## config.mk

```make
export PLATFORM = sky130hd
export DESIGN_NAME = blink_rate_decoder
export DESIGN_NICKNAME = d
export VERILOG_FILES = /design/src/rtl/blink_pkg.sv /design/src/rtl/blink_edge_sync.sv /design/src/rtl/blink_rate_decoder.sv
export SDC_FILE = /design/constraint.sdc
export NUM_CORES = 1
export LEC_CHECK = 0
export BUFFER_PORTS_ARGS = -buffer_cell sky130_fd_sc_hd__buf_4
export CORE_MARGIN = 2
export CORE_UTILIZATION = 28
export CTS_CLUSTER_DIAMETER = 150
export DETAILED_ROUTE_END_ITERATION = 6
export SYNTH_ARGS = -nofsm -noshare
export SYNTH_HDL_FRONTEND = slang
export SYNTH_SLANG_ARGS = --single-unit
```

## constraint.sdc

```tcl
create_clock -name clk -period 8.92 [get_ports clk]
set_clock_uncertainty 0.05 [all_clocks]
set_input_delay 1.784 -clock clk [delete_from_list [all_inputs] [get_ports clk]]
set_output_delay 1.784 -clock clk [all_outputs]
set_load 0.02 [all_outputs]
```

## src/rtl/blink_pkg.sv

```systemverilog
// -----------------------------------------------------------------------------
// blink_pkg
// Shared definitions for the blink-rate decoder and the LED flasher it pairs
// with.
//   - decoder FSM state encoding
//   - width of the speed index (IDX_W)
//   - default highest decodable index (MAX_IDX_DEFAULT), shared with the
//     flasher's speed range
// -----------------------------------------------------------------------------
package blink_pkg;

    localparam int IDX_W           = 5;
    localparam int MAX_IDX_DEFAULT = 29;

    typedef enum logic [1:0] {
        SEEK = 2'd0,
        MEAS = 2'd1,
        LOCK = 2'd2
    } blink_state_e;

endpackage : blink_pkg

```

## src/rtl/blink_edge_sync.sv

```systemverilog
// -----------------------------------------------------------------------------
// blink_edge_sync
// Two-flop synchronizer for an asynchronous input, followed by a delayed copy
// of the synchronized level. The output pulses for one cycle on every rising
// or falling transition of the synchronized signal.
//
// Ports
//   clk      in   system clock
//   rst_n    in   asynchronous active-low reset; all flops clear to 0
//   d_i      in   asynchronous input
//   level_o  out  synchronized level (second synchronizer stage)
//   edge_o   out  one-cycle pulse on either edge of level_o
// -----------------------------------------------------------------------------
module blink_edge_sync (
    input  logic clk,
    input  logic rst_n,
    input  logic d_i,
    output logic level_o,
    output logic edge_o
);

    logic sync1_q;
    logic sync2_q;
    logic sync2_dly_q;

    always_ff @(posedge clk or negedge rst_n) begin
        if (!rst_n) begin
            sync1_q     <= 1'b0;
            sync2_q     <= 1'b0;
            sync2_dly_q <= 1'b0;
        end else begin
            sync1_q     <= d_i;
            sync2_q     <= sync1_q;
            sync2_dly_q <= sync2_q;
        end
    end

    assign level_o = sync2_q;
    assign edge_o  = sync2_q ^ sync2_dly_q;

endmodule : blink_edge_sync

```

## src/rtl/blink_rate_decoder.sv

```systemverilog
// -----------------------------------------------------------------------------
// blink_rate_decoder
// Measures the half-period of a blink signal that toggles every 2^k cycles and
// recovers k. The measured half-period P is counted between consecutive edges
// (either polarity); speed_idx is the bit position of P's MSB and exact flags
// a power-of-two P. Repeated agreeing measurements declare lock; a silent input
// for 2^(MAX_IDX+1)-1 counts returns the decoder to SEEK.
//
// Optional feature macro: BLINK_DEC_EXACT_EN
//   defined   - only exact (power-of-two) measurements count toward lock; a
//               non-exact one clears the match count and drops lock
//   undefined - lock qualification compares speed_idx only
//
// Parameters
//   MAX_IDX   highest decodable index; sets counter width and timeout
//   LOCK_CNT  consecutive agreeing measurements needed for lock (2..15)
//
// Ports
//   clk         in   system clock
//   rst_n       in   asynchronous active-low reset
//   blink_in    in   asynchronous blink input
//   speed_idx   out  last decoded index (reset 0)
//   exact       out  last measured period was a power of two (reset 0)
//   meas_valid  out  one-cycle pulse when speed_idx/exact update (reset 0)
//   locked      out  high while in LOCK (reset 0)
//   idle        out  high while in SEEK (reset 1)
// -----------------------------------------------------------------------------
module blink_rate_decoder
    import blink_pkg::*;
#(
    parameter int MAX_IDX  = MAX_IDX_DEFAULT,
    parameter int LOCK_CNT = 3
) (
    input  logic             clk,
    input  logic             rst_n,
    input  logic             blink_in,
    output logic [IDX_W-1:0] speed_idx,
    output logic             exact,
    output logic             meas_valid,
    output logic             locked,
    output logic             idle
);

    localparam int CNT_W   = MAX_IDX + 2;
    localparam int MATCH_W = 4;
    // 2^(MAX_IDX+1)-1: the top counter bit stays clear so that an edge landing
    // on the timeout cycle still yields a representable period.
    localparam logic [CNT_W-1:0]   TIMEOUT  = {1'b0, {(CNT_W-1){1'b1}}};
    localparam logic [MATCH_W-1:0] LOCK_THR = MATCH_W'(LOCK_CNT);
    localparam logic [MATCH_W-1:0] MATCH_MAX = '1;

    // ------------------------------------------------------------------
    // Input synchronizer and edge detect
    // ------------------------------------------------------------------
    logic blink_level;
    logic blink_edge;

    blink_edge_sync u_edge_sync (
        .clk     (clk),
        .rst_n   (rst_n),
        .d_i     (blink_in),
        .level_o (blink_level),
        .edge_o  (blink_edge)
    );

    // ------------------------------------------------------------------
    // Half-period counter: cleared on the edge cycle, saturating otherwise
    // ------------------------------------------------------------------
    logic [CNT_W-1:0] cnt_q;
    logic [CNT_W-1:0] cnt_d;

    always_comb begin
        cnt_d = cnt_q;
        if (blink_edge) begin
            cnt_d = '0;
        end else if (cnt_q != '1) begin
            cnt_d = cnt_q + CNT_W'(1);
        end
    end

    always_ff @(posedge clk or negedge rst_n) begin
        if (!rst_n) begin
            cnt_q <= '0;
        end else begin
            cnt_d_unused_guard: begin
                cnt_q <= cnt_d;
            end
        end
    end

    wire timeout_hit = (cnt_q == TIMEOUT);

    // ------------------------------------------------------------------
    // Period decode: MSB position and power-of-two check
    // ------------------------------------------------------------------
    logic [CNT_W-1:0] period;
    logic [IDX_W-1:0] period_idx;
    logic             period_exact;
    logic [CNT_W-1:0] msb_hit;

    assign period       = cnt_q + CNT_W'(1);
    assign period_exact = $onehot(period);

    // msb_hit[i] marks bit i as set with all higher bits clear.
    for (genvar gi = 0; gi < CNT_W; gi++) begin : g_msb
        if (gi == CNT_W - 1) begin : g_top
            assign msb_hit[gi] = period[gi];
        end else begin : g_low
            assign msb_hit[gi] = period[gi] && (period[CNT_W-1:gi+1] == '0);
        end
    end

    always_comb begin
        period_idx = '0;
        for (int i = 0; i < CNT_W; i++) begin
            if (msb_hit[i]) begin
                period_idx = IDX_W'(i);
            end
        end
    end

    // ------------------------------------------------------------------
    // Match qualification
    // ------------------------------------------------------------------
    logic               meas_qualifies;
    logic               idx_same;
    logic [MATCH_W-1:0] match_q;
    logic [MATCH_W-1:0] match_d;
    logic               lock_reached;

`ifdef BLINK_DEC_EXACT_EN
    assign meas_qualifies = period_exact;
`else
    assign meas_qualifies = 1'b1;
`endif

    // Comparison is against the previously reported index, which survives
    // a timeout; after SEEK the match count is zero so either outcome gives 1.
    assign idx_same = (period_idx == speed_idx);

    always_comb begin
        match_d = '0;
        if (meas_qualifies) begin
            if (!idx_same) begin
                match_d = MATCH_W'(1);
            end else if (match_q != MATCH_MAX) begin
                match_d = match_q + MATCH_W'(1);
            end else begin
                match_d = match_q;
            end
        end
    end

    assign lock_reached = meas_qualifies && (match_d >= LOCK_THR);

    // ------------------------------------------------------------------
    // FSM with registered outputs
    // ------------------------------------------------------------------
    blink_state_e state_q;

    always_ff @(posedge clk or negedge rst_n) begin
        if (!rst_n) begin
            state_q    <= SEEK;
            match_q    <= '0;
            speed_idx  <= '0;
            exact      <= 1'b0;
            meas_valid <= 1'b0;
            locked     <= 1'b0;
            idle       <= 1'b1;
        end else begin
            meas_valid <= 1'b0;
            if (blink_edge) begin
                // An edge beats a coincident timeout.
                case (state_q)
                    SEEK: begin
                        state_q <= MEAS;
                        match_q <= '0;
                        locked  <= 1'b0;
                        idle    <= 1'b0;
                    end
                    MEAS, LOCK: begin
                        meas_valid <= 1'b1;
                        speed_idx  <= period_idx;
                        exact      <= period_exact;
                        idle       <= 1'b0;
                        match_q    <= match_d;
                        if ((state_q == LOCK && meas_qualifies && idx_same) || lock_reached) begin
                            state_q <= LOCK;
                            locked  <= 1'b1;
                        end else begin
                            state_q <= MEAS;
                            locked  <= 1'b0;
                        end
                    end
                    default: begin
                        state_q <= SEEK;
                        match_q <= '0;
                        locked  <= 1'b0;
                        idle    <= 1'b1;
                    end
                endcase
            end else if (timeout_hit) begin
                state_q <= SEEK;
                match_q <= '0;
                locked  <= 1'b0;
                idle    <= 1'b1;
            end
        end
    end

    // The synchronized level itself is not needed here; only its edges are.
    logic blink_level_unused;
    assign blink_level_unused = blink_level;

endmodule : blink_rate_decoder

```

==> flow_metrics.env <==
export IMPL_io_buffers=11
export IMPL_cp_max_fo=12
export IMPL_fin_crit_sh=0.862
export IMPL_clock_latency_ns=0.29
export IMPL_avgRoutedWirePerCell_um=15.4
export IMPL_drtPass1Iterations=4
export IMPL_finalWirelength_mm=10.2
export IMPL_rsz0062_at_grt="false"
export IMPL_synth_seq_cells=48
export IMPL_cp_common_cell="fa_1"
export IMPL_required_ns=9.04
export IMPL_setup_violations=0
export IMPL_synth_ff_type="dfrtp_1"
export IMPL_critPathSlowestCell="or4_1"
export IMPL_dr_total_vias=3553
export IMPL_antenna_found_initial=0
export IMPL_path_buf_inv=5
export IMPL_start_util=0.286
export IMPL_root_buffer="clkbuf_16"
export IMPL_setup_ws_ns=1.23
export IMPL_drc=0
export IMPL_grt_pass1_wl_mm=17.4
export IMPL_fin_util=0.314
export IMPL_post_cts_buffers=0
export IMPL_synth_cells=475
export IMPL_r2r_setup_slack_ns=1.23
export IMPL_htreeDepth=2
export IMPL_grt_usage=0.135
export IMPL_p_per_area_nw_per_um2=146
export IMPL_drt_initial_drc_count=200
export IMPL_layout_drive_gt1_share=0.0669
export IMPL_run_status="finished clean"
export IMPL_syn_to_final_growth_pct=9.74
export IMPL_core_area_um2=14500
export IMPL_pre_cts_slack_ns=1.35
export IMPL_num_fill_cells=1510
export IMPL_cap_violations=0
export IMPL_syn_avg_cell_area_um2=8.71
export IMPL_dieArea_um2=15800
export IMPL_overflow=0
export IMPL_die_w_um=126
export IMPL_numCtsBuffers=5
export IMPL_viasPerCell=5.37
export IMPL_synth_nets=512
export IMPL_synth_top_area_cell="dfrtp_1"
export IMPL_synth_edf_count=0
export IMPL_placed_area_um2=4390
export IMPL_finalCriticalPeriod_ns=7.69
export IMPL_multi_input_area_um2=2670
export IMPL_netSwitchingFraction=0.343
export IMPL_io_pins=12
export IMPL_start_kind="flip-flop"
export IMPL_hpwl_mm=7.99
export IMPL_hold_path_class="flip-flop to flip-flop"
export IMPL_relSlewSlack=0.209
export IMPL_critPathKind="flip-flop to flip-flop"
export IMPL_max_stage_delay_ns=0.81
export IMPL_seqCellArea_um2=1200
export IMPL_slew_violations=0
export IMPL_hold_viol=0
export IMPL_clkPwrFrac=0.282
export IMPL_die_h_um=126
export IMPL_yosys_top_cells_area="dfrtp_1, fa_1, xnor2_1, inv_1, a21oi_1"
export IMPL_ys_seq_area_frac=0.291
export IMPL_grt_start_max_net_pins=49
export IMPL_nets=514
export IMPL_antenna_left=0
export IMPL_p_comb_frac=0.317
export IMPL_total_leakage_power_nw=2.05
export IMPL_async_flop_share=1.00
export IMPL_cts_resized=0
export IMPL_final_cells=662
export IMPL_cts_buffer_depth=2
export IMPL_placedCellCount=654
export IMPL_first_global_vias=3486
export IMPL_yosysWarnings=0
export IMPL_yosys_area_top_type_share=0.284
export IMPL_peakVddDrop_mv=0.0831
export IMPL_cts_clk_slew_worst_paths_ns=0.06
export IMPL_p_sw_w=0.000228
export IMPL_fmax_mhz=130
export IMPL_syn_area_um2=4140
export IMPL_clock_sinks=48
export IMPL_crit_family="adder cells"
export IMPL_crit_path_end_kind="flip-flop"
export IMPL_design_area_um2=4540
export IMPL_globalplace_congestion=0.876
export IMPL_diodes=0
export IMPL_rows=44
export IMPL_ctsHoldBuffers=0
export IMPL_power_frac_seq=0.401
export IMPL_cts_tree="built"
export IMPL_cp_cell_sequence="nand4_1 > or4_1 > nor4_1 > nand3_1 > xor2_1 > inv_1 > fa_1 > fa_1 > inv_1 > fa_1 > inv_1 > fa_1 > fa_1 > inv_1 > fa_1 > inv_1 > fa_1 > fa_1 > a21o_1 > a21oi_1 > xnor2_1 > o41ai_1"
export IMPL_worst_slew_pin_slew_ns=1.17
export IMPL_intPower_w=0.000436
export IMPL_critPathArrivalTime_ns=7.81
export IMPL_synthDistinctLibCells=64
export IMPL_finalSetupTns_ns=0
[cells in the mapped netlist, drive strengths merged, types with 11 or more instances]
| cell type | number |
|---|---|
| nand4 | 19 |
| ha | 12 |
| nand3 | 19 |
| fa | 22 |
| inv | 52 |
| o21ai | 11 |
| dfrtp | 47 |
| clkbuf | 13 |
| nor4 | 13 |
| xnor2 | 24 |
| nor3 | 15 |
| a21oi | 33 |
| nand2 | 34 |
| nor2 | 31 |
[logic make-up (layout without fill, tap and decap cells)]
group / count (synthesis) / count (layout) / share of synthesized area
compound gates: 102 / 102 / 0.176
mux: 6 / 6 / 0.0151
fa+ha+maj: 34 / 34 / 0.143
buf+inv: 70 / 73 / 0.0662
xor+xnor: 34 / 34 / 0.0720
simple gates: 181 / 181 / 0.237
flops: 48 / 48 / 0.291
[stage by stage]
stage               total power, W  hold slack (ns)
floorplan                 0.000416            0.281
global placement          0.000472            0.300
detailed placement        0.000481            0.288
CTS                       0.000672            0.311
global route              0.000710            0.316
finish                    0.000664            0.304
[layout make-up]
| class | count | share of cell area |
|---|---|---|
| sequential | 48 | 0.265 |
| clock buffer | 8 | 0.0322 |
| inverter | 52 | 0.0430 |
| timing repair buffer | 13 | 0.0215 |
| tap | 184 | 0.0507 |
| multi-input combinational | 357 | 0.588 |
[worst reg2reg max path: cells and delay by family (launching register included)]
kind / cells / cell delay (ns)
simple gates: 4 / 2.13
flops: 1 / 0.46
xor+xnor: 2 / 0.31
buf+inv: 5 / 0.29
fa+ha+maj: 8 / 3.73
compound gates: 3 / 0.60
[power groups by stage]
stage,logic (W),clock network [W],registers (W)
2_1_floorplan,0.000135,0,0.000280
3_3_place_gp,0.000205,0,0.000267
3_5_place_dp,0.000211,0,0.000270
4_1_cts,0.000213,0.000193,0.000266
5_1_grt,0.000238,0.000202,0.000270
6_report,0.000211,0.000187,0.000266
[cell usage in the layout (no fill, tap or decap), types with 12 or more instances in the layout]
cell type  count
inv_1         52
dfrtp_1       47
nand2_1       34
a21oi_1       33
nor2_1        31
xnor2_1       24
fa_1          22
nand3_1       19
nand4_1       18
nor3_1        14
nor4_1        13
buf_4         13
ha_1          12
[metal layers]
| layer | routed length (um) | track usage |
|---|---|---|
| met2 | 4870 | 0.226 |
| met4 | 279 | 0.0484 |
| met1 | 4620 | 0.174 |
| met5 | 0 | 0 |
| met3 | 430 | 0.0235 |
[registers in the layout, indices dropped and copies added (netlist names)]
register and flops:
speed_idx 5, u_edge_sync.sync2_dly_q 1, locked 1, cnt_q 31, exact 1, u_edge_sync.sync1_q 1, meas_valid 1, idle 1
match_q 4, state_q 1, u_edge_sync.level_o 1
[path summary, 6_finish.rpt]
check	depth (start not counted)	endpoint	startpoint
max in group asynchronous	1	cnt_q[0]$_DFFE_PN0P_	rst_n
min in group asynchronous	1	locked$_DFFE_PN0P_	rst_n
worst min-delay path	0	u_edge_sync.level_o$_DFF_PN0_	u_edge_sync.sync1_q$_DFF_PN0_
worst max-delay path	22	exact$_DFFE_PN0P_	cnt_q[0]$_DFFE_PN0P_
worst max register to register	22	exact$_DFFE_PN0P_	cnt_q[0]$_DFFE_PN0P_
worst min register to register	0	u_edge_sync.level_o$_DFF_PN0_	u_edge_sync.sync1_q$_DFF_PN0_
(Power assumes the default switching activity.)
